File: src/rtl/byte_lane_transfer_unit.sv
// Byte-serial transfer engine: moves up to one word between a word-wide request
// port and an 8-bit synchronous memory, with endian lane mapping and read extension.
module byte_lane_transfer_unit #(
    parameter int DATA_WIDTH = 32,
    parameter int ADDR_WIDTH = 16,
    parameter int BIG_ENDIAN = 0,
    localparam int NB = DATA_WIDTH / 8,
    localparam int CW = $clog2(NB) + 1
) (
    input  logic                  Clock,
    input  logic                  Reset,
    input  logic                  Start,
    input  logic                  Op,
    input  logic [CW-1:0]         NumBytes,
    input  logic [ADDR_WIDTH-1:0] BaseAddr,
    input  logic [DATA_WIDTH-1:0] WrData,
    input  logic                  SignExt,
    input  logic [7:0]            MemOut,
    output logic [ADDR_WIDTH-1:0] Mem_Address,
    output logic [7:0]            Mem_Data,
    output logic                  Mem_WR,
    output logic                  Mem_CS,
    output logic                  Busy,
    output logic                  Done,
    output logic [DATA_WIDTH-1:0] RdData
);

    typedef enum logic [1:0] {IDLE, XFER, DRAIN, DONE} state_t;

    localparam logic [CW-1:0] NB_C = CW'(NB);

    state_t                state, state_next;
    logic                  op_q;
    logic                  sext_q;
    logic [CW-1:0]         n_q;
    logic [CW-1:0]         k_q;
    logic [ADDR_WIDTH-1:0] base_q;
    logic [DATA_WIDTH-1:0] wr_q;
    logic [ADDR_WIDTH-1:0] addr_q;
    logic                  cap_pend;
    logic [CW-1:0]         cap_lane;
    logic [DATA_WIDTH-1:0] acc;

    logic [CW-1:0]         n_eff;
    logic [CW-1:0]         lane;
    logic [ADDR_WIDTH-1:0] issue_addr;
    logic [DATA_WIDTH-1:0] acc_next;
    logic [DATA_WIDTH-1:0] rd_word;

    // Datapath: lane mapping, address generation and read-word assembly.
    // NOTE: every always_comb output gets a default first, so no latch can be inferred.
    always_comb begin
        n_eff      = (NumBytes == '0 || NumBytes > NB_C) ? NB_C : NumBytes;
        lane       = (BIG_ENDIAN != 0) ? (n_q - CW'(1) - k_q) : k_q;
        issue_addr = base_q + ADDR_WIDTH'(k_q);
        acc_next   = acc;
        if (cap_pend) begin
            acc_next[8*int'(cap_lane) +: 8] = MemOut;
        end
        for (int i = 0; i < DATA_WIDTH; i++) begin
            rd_word[i] = (i < 8*int'(n_q)) ? acc_next[i]
                                           : (sext_q & acc_next[8*int'(n_q)-1]);
        end
    end

    // NOTE: sequential state uses non-blocking assignments so all registers see pre-edge values.
    always_ff @(posedge Clock) begin
        if (Reset) begin
            state    <= IDLE;
            op_q     <= 1'b0;
            sext_q   <= 1'b0;
            n_q      <= NB_C;
            k_q      <= '0;
            base_q   <= '0;
            wr_q     <= '0;
            addr_q   <= '0;
            cap_pend <= 1'b0;
            cap_lane <= '0;
            acc      <= '0;
            RdData   <= '0;
        end else begin
            state    <= state_next;
            cap_pend <= (state == XFER) && !op_q;
            cap_lane <= lane;
            acc      <= acc_next;
            case (state)
                IDLE: begin
                    if (Start) begin
                        op_q   <= Op;
                        n_q    <= n_eff;
                        base_q <= BaseAddr;
                        wr_q   <= WrData;
                        sext_q <= SignExt;
                        k_q    <= '0;
                        acc    <= '0;
                    end
                end
                XFER: begin
                    k_q    <= k_q + CW'(1);
                    addr_q <= issue_addr;
                end
                DRAIN:   RdData <= rd_word;
                default: ;
            endcase
        end
    end

    always_comb begin
        state_next  = state;
        Mem_CS      = 1'b1;
        Mem_WR      = 1'b0;
        Mem_Data    = 8'h00;
        Mem_Address = addr_q;
        Busy        = (state != IDLE);
        Done        = (state == DONE);
        case (state)
            IDLE: begin
                if (Start) state_next = XFER;
            end
            XFER: begin
                Mem_CS      = 1'b0;
                Mem_WR      = op_q;
                Mem_Address = issue_addr;
                if (op_q) Mem_Data = wr_q[8*int'(lane) +: 8];
                if (k_q == n_q - CW'(1)) state_next = op_q ? DONE : DRAIN;
            end
            DRAIN:   state_next = DONE;
            DONE:    state_next = IDLE;
            default: state_next = IDLE;
        endcase
    end

endmodule

File: config.mk
export PLATFORM = sky130hd
export DESIGN_NAME = byte_lane_transfer_unit
export DESIGN_NICKNAME = d
export VERILOG_FILES = /design/src/rtl/byte_lane_transfer_unit.sv
export SDC_FILE = /design/constraint.sdc
export NUM_CORES = 1
export LEC_CHECK = 0
export BUFFER_PORTS_ARGS = -buffer_cell sky130_fd_sc_hd__buf_2
export CORE_UTILIZATION = 54
export DETAILED_ROUTE_END_ITERATION = 10
export GPL_TIMING_DRIVEN = 0
export PLACE_DENSITY = 0.79
export SETUP_SLACK_MARGIN = 0.15
export SLEW_MARGIN = 30
export SYNTH_ARGS = -nofsm -noshare
export SYNTH_HDL_FRONTEND = slang
export SYNTH_SLANG_ARGS = --single-unit
File: constraint.sdc
create_clock -name Clock -period 3.88 [get_ports Clock]
set_clock_uncertainty 0.15 [all_clocks]
set_input_delay 0.388 -clock Clock [delete_from_list [all_inputs] [get_ports Clock]]
set_output_delay 0.388 -clock Clock [all_outputs]
set_load 0.1 [all_outputs]
==> flow_results.org <==
** STA
- Dividing the final minimum period by the clock period gives between 80% and 90%.
- In the final timing run, aggregate negative setup slack is 0 ns.
- Relative slew margins :: 48.96%
- For the pin with the worst max-slew slack, the measured transition is 0.7599 ns.
- The max-slew violation total from the final report is 0.
- Unrepaired setup endpoints after global routing :: no
- After layout, the minimum clock period comes to 3.486 ns.
- Based on the critical path, the design can be clocked at up to 286.9 MHz.
- Endpoints failing hold :: 0
- Number of endpoints failing setup at the final stage :: 0

** Logic synthesis
- Counting every instance in the synthesized netlist gives 659.
- Yosys mapped a number of flops with a built-in enable equal to 0.
- Counting every net in the synthesized netlist gives 737.
- Register area share after synthesis :: 48.20%
- Number of register bits inferred by synthesis :: about 140
- Cell types with the largest area share after synthesis :: sky130_fd_sc_hd__dfxtp_1 (48%), sky130_fd_sc_hd__nand2_1 (8.2%), sky130_fd_sc_hd__a21oi_1 (5.9%)
- Cell taking the most area after synthesis :: sky130_fd_sc_hd__dfxtp_1
- Summing every instance area after synthesis gives 0.005898 mm2.
- After synthesis, the netlist uses 46 different library cells.
- For this run, asynchronously set or reset flops after synthesis account for 0%.
- Warnings, synthesis :: 0
- Average cell area after synthesis :: between 8 and 9 um2
- Most common flop cell mapped by yosys :: sky130_fd_sc_hd__dfxtp_1
- After synthesis, the largest area contributor takes up 48.20% of total cell area.

** Floorplan
- After floorplanning, the core was sized to cover 0.01046 mm2.
- The die covers ~0.011 mm2.
- For this configuration, the core starts out at a cell density of between 50% and 60%.
- Die Height :: 106.5 um
- From left edge to right edge, the die measures 106.5 um.
- I/O pins :: roughly 120
- Number of core rows :: 37

** Final layout
- Combined area of the multi-input logic cells :: 0.002867 mm2
- At the end of the flow, the number of nets in the layout was 929.
- Registers take 0.002843 mm2.
- In the final layout, the share of cells above drive strength 1 is 21.06%.
- Growth of design area from synthesis to finish :: 32.56%
- The layout has 744 filler cells.

** Critical path
- In this design, the critical path's most frequently occurring cell is sky130_fd_sc_hd__a21oi_1.
- Worst-path maximum fanout :: 5
- Length in cells of the worst reg-to-reg path :: 10
- Required @ worst endpoint :: 3.34 ns
- Type of origin of the critical path :: flip-flop
- Capturing element type of the critical path :: output port
- At the worst endpoint, the arrival time is 2.95 ns.
- The slowest stage of the critical path is the sky130_fd_sc_hd__buf_2 cell.
- Counting both buffers and inverters, the worst setup path holds a total of 1.
- The worst setup path is of the reg2out kind.
- Crit-path cells :: ha_1 > a21o_1 > a21oi_1 > nor3_1 > xnor2_1 > a21oi_1 > buf_2
- The critical path crosses 7 cells after its start point.
- Delay of the slowest cell on the worst path :: between 0.4 and 0.5 ns
- Crit path max-delay family :: compound AO/OA/AOI/OAI gates

** Clock network
- TritonCTS created 17 clock buffers.
- The clock reaches the later pin of the worst-skew pair after 0.53 ns.
- Clock tree synthesis selected as its root buffer the cell sky130_fd_sc_hd__clkbuf_8.
- In this run the deepest clock path goes through 2 buffers.
- H-tree level count :: 4
- Post-CTS repair changed the size of 0 cells.
- After clock tree synthesis, the clock-pin slew on the worst setup and hold paths is ~0.060 ns.
- TritonCTS built the clock tree.
- Clock sink count :: 142

** Power
- Overall power of the completed layout :: 6.536 mW
- Power density over cell area :: 835.9 mW/mm2
- Peak supply drop :: 898.3 uV
- Static leakage power :: 3.244 nW

** Detailed routing
- Average wire per cell in the routed design :: ~16 um
- Vias :: 5540
- Number of nets still failing antenna checks after routing :: 0
- After detailed routing, the total wire length is roughly 16000 um.
- Detail-routed via count per cell :: 5.534
- Detailed-router iteration count before antenna repair :: 5
- For this run, design rule violations remaining after detail routing come to 0.
- In this run, the number of DRC markers left after iteration 0 of detailed routing was around 350.

** Status
- Run status :: finished, final reports clean

** Global routing
- First-pass GRT wire length :: 26410 um
- For this run, the total global-route usage over all layers was measured as 30.21%.
- Initial antenna violation count :: 1
- Vias in the first global route :: between 5000 and 6000
- Summed over all layers, the global routing overflow is 0.
- Largest net degree at the start of global routing :: 17

** Worst hold path
- The worst hold path belongs to the class in2reg.
- Number of cells on the worst hold path :: 3

** Place
- Detail Placement HPWL :: 10990 um
- At the end of routability-driven placement, the weighted congestion stood at 0.8632.
- Port bufs :: between 100 and 150

** Job
- Max Cap Viol :: 0
per-layer routing:
layer	global-route usage [%]	up-vias	wire, um
met1	34.91	2626	6583
met2	52.78	234	8281
li1	-	2632	-
met4	14.48	0	495
met5	0	-	0
met3	6.744	48	1112
report_power, final:
| part | switching [mW] | internal, mW |
|---|---|---|
| Combinational | 2.29 | 0.633 |
| Clock | 0.630 | 1.08 |
| Sequential | 0.176 | 1.73 |
cells in the mapped netlist (all sizes together), types with 2 or more instances:
library cell,n
ha,13
a2111oi,8
nor2b,25
and2,4
a22oi,2
clkbuf,28
o211ai,16
a21o,2
mux2,3
buf,9
xor2,11
nand2,129
inv,13
o21ai,2
nand3b,2
mux4,8
nor2,77
a21oi,70
a21boi,2
xnor2,6
nor3,6
nand2b,4
mux2i,34
a221oi,2
or2,9
a211oi,12
nand4,4
dfxtp,142
nand3,6
and3,2
what timing repair did:
item,CTS,global route
hold endpoints to repair,51,0
setup buffers,0,0
setup endpoints to repair,0,0
hold buffers,51,0
stage by stage:
step	area (um2)	util (%)	setup slack, ns	std cells	hold WS (ns)
2_1_floorplan	5898	-	0.2209	659	0.2661
3_3_place_gp	6679	63.84	0.6716	917	0.2891
3_5_place_dp	6679	63.84	0.4373	917	0.2960
4_1_cts	7816	74.71	0.4087	1000	0.05522
5_1_grt	7819	74.73	0.1955	1001	0.08762
6_report	7819	74.73	0.3941	1001	0.07410
final cells by class:
cell class	count	share of cell area, %
buffer	37	1.792
antenna	1	0.03201
tap	136	2.176
sequential	142	36.36
multi-input combinational	467	36.66
timing repair buffer	173	14.34
inverter	13	0.6241
clock inverter	12	2.320
clock buffer	20	5.697
worst register-to-register path: cells and delay by family, from the launching register on:
family	cells	cell delay, ns
AND/OR/NAND/NOR	3	1.01
AO/OA/AOI/OAI	2	0.76
adder cells (fa/ha/maj)	2	0.53
flip-flops	1	0.42
buffers and inverters	2	0.29
multiplexers	1	0.24
layout by cell type, fill, tap and decap left out, types with 2 or more instances in the layout:
| cell type | n |
|---|---|
| sky130_fd_sc_hd__a2111oi_1 | 6 |
| sky130_fd_sc_hd__a2111oi_2 | 2 |
| sky130_fd_sc_hd__a211oi_1 | 12 |
| sky130_fd_sc_hd__a21o_1 | 2 |
| sky130_fd_sc_hd__a21oi_1 | 69 |
| sky130_fd_sc_hd__and2_1 | 4 |
| sky130_fd_sc_hd__and3_1 | 2 |
| sky130_fd_sc_hd__buf_1 | 8 |
| sky130_fd_sc_hd__buf_2 | 123 |
| sky130_fd_sc_hd__bufinv_16 | 4 |
| sky130_fd_sc_hd__clkbuf_1 | 29 |
| sky130_fd_sc_hd__clkbuf_16 | 16 |
| sky130_fd_sc_hd__clkbuf_8 | 3 |
| sky130_fd_sc_hd__clkinvlp_4 | 4 |
| sky130_fd_sc_hd__dfxtp_1 | 142 |
| sky130_fd_sc_hd__dlygate4sd3_1 | 51 |
| sky130_fd_sc_hd__ha_1 | 13 |
| sky130_fd_sc_hd__inv_1 | 12 |
| sky130_fd_sc_hd__inv_6 | 2 |
| sky130_fd_sc_hd__mux2_2 | 3 |
| sky130_fd_sc_hd__mux2i_1 | 34 |
| sky130_fd_sc_hd__mux4_2 | 8 |
| sky130_fd_sc_hd__nand2_1 | 129 |
| sky130_fd_sc_hd__nand2b_1 | 4 |
| sky130_fd_sc_hd__nand3_1 | 6 |
| sky130_fd_sc_hd__nand3b_1 | 2 |
| sky130_fd_sc_hd__nand4_1 | 4 |
| sky130_fd_sc_hd__nor2_1 | 76 |
| sky130_fd_sc_hd__nor2b_1 | 25 |
| sky130_fd_sc_hd__nor3_1 | 6 |
| sky130_fd_sc_hd__o211ai_1 | 16 |
| sky130_fd_sc_hd__o21ai_0 | 2 |
| sky130_fd_sc_hd__or2_2 | 9 |
| sky130_fd_sc_hd__xnor2_1 | 6 |
| sky130_fd_sc_hd__xor2_1 | 11 |
kinds of logic (layout without fill, tap and decap cells):
logic type      Yosys count  count (layout)  share of synthesized area, %
compound gates          119             119                         13.20
other cells               0               1                             0
xor+xnor                 17              17                         2.524
fa+ha+maj                14              14                         3.097
simple gates            272             272                         20.39
flops                   142             142                         48.20
buf+inv                  50             255                         3.203
mux                      45              45                         9.398
state kept, by name, indices dropped and copies added (netlist names):
| name | flops |
|---|---|
| cap_pend | 1 |
| k_q | 3 |
| n_q | 3 |
| cap_lane | 3 |
| sext_q | 1 |
| addr_q | 16 |
| base_q | 16 |
| wr_q | 32 |
| RdData | 32 |
| state | 2 |
| op_q | 1 |
| acc | 32 |
path summary, 6_finish.rpt:
check              start              end  slack, ns
min reg2reg     wr_q[21]         wr_q[21]       0.31
max               k_q[1]  Mem_Address[11]       0.39
max reg2reg  cap_lane[0]       RdData[16]       0.42
min            MemOut[4]          acc[28]       0.07
(Power assumes the default switching activity.)
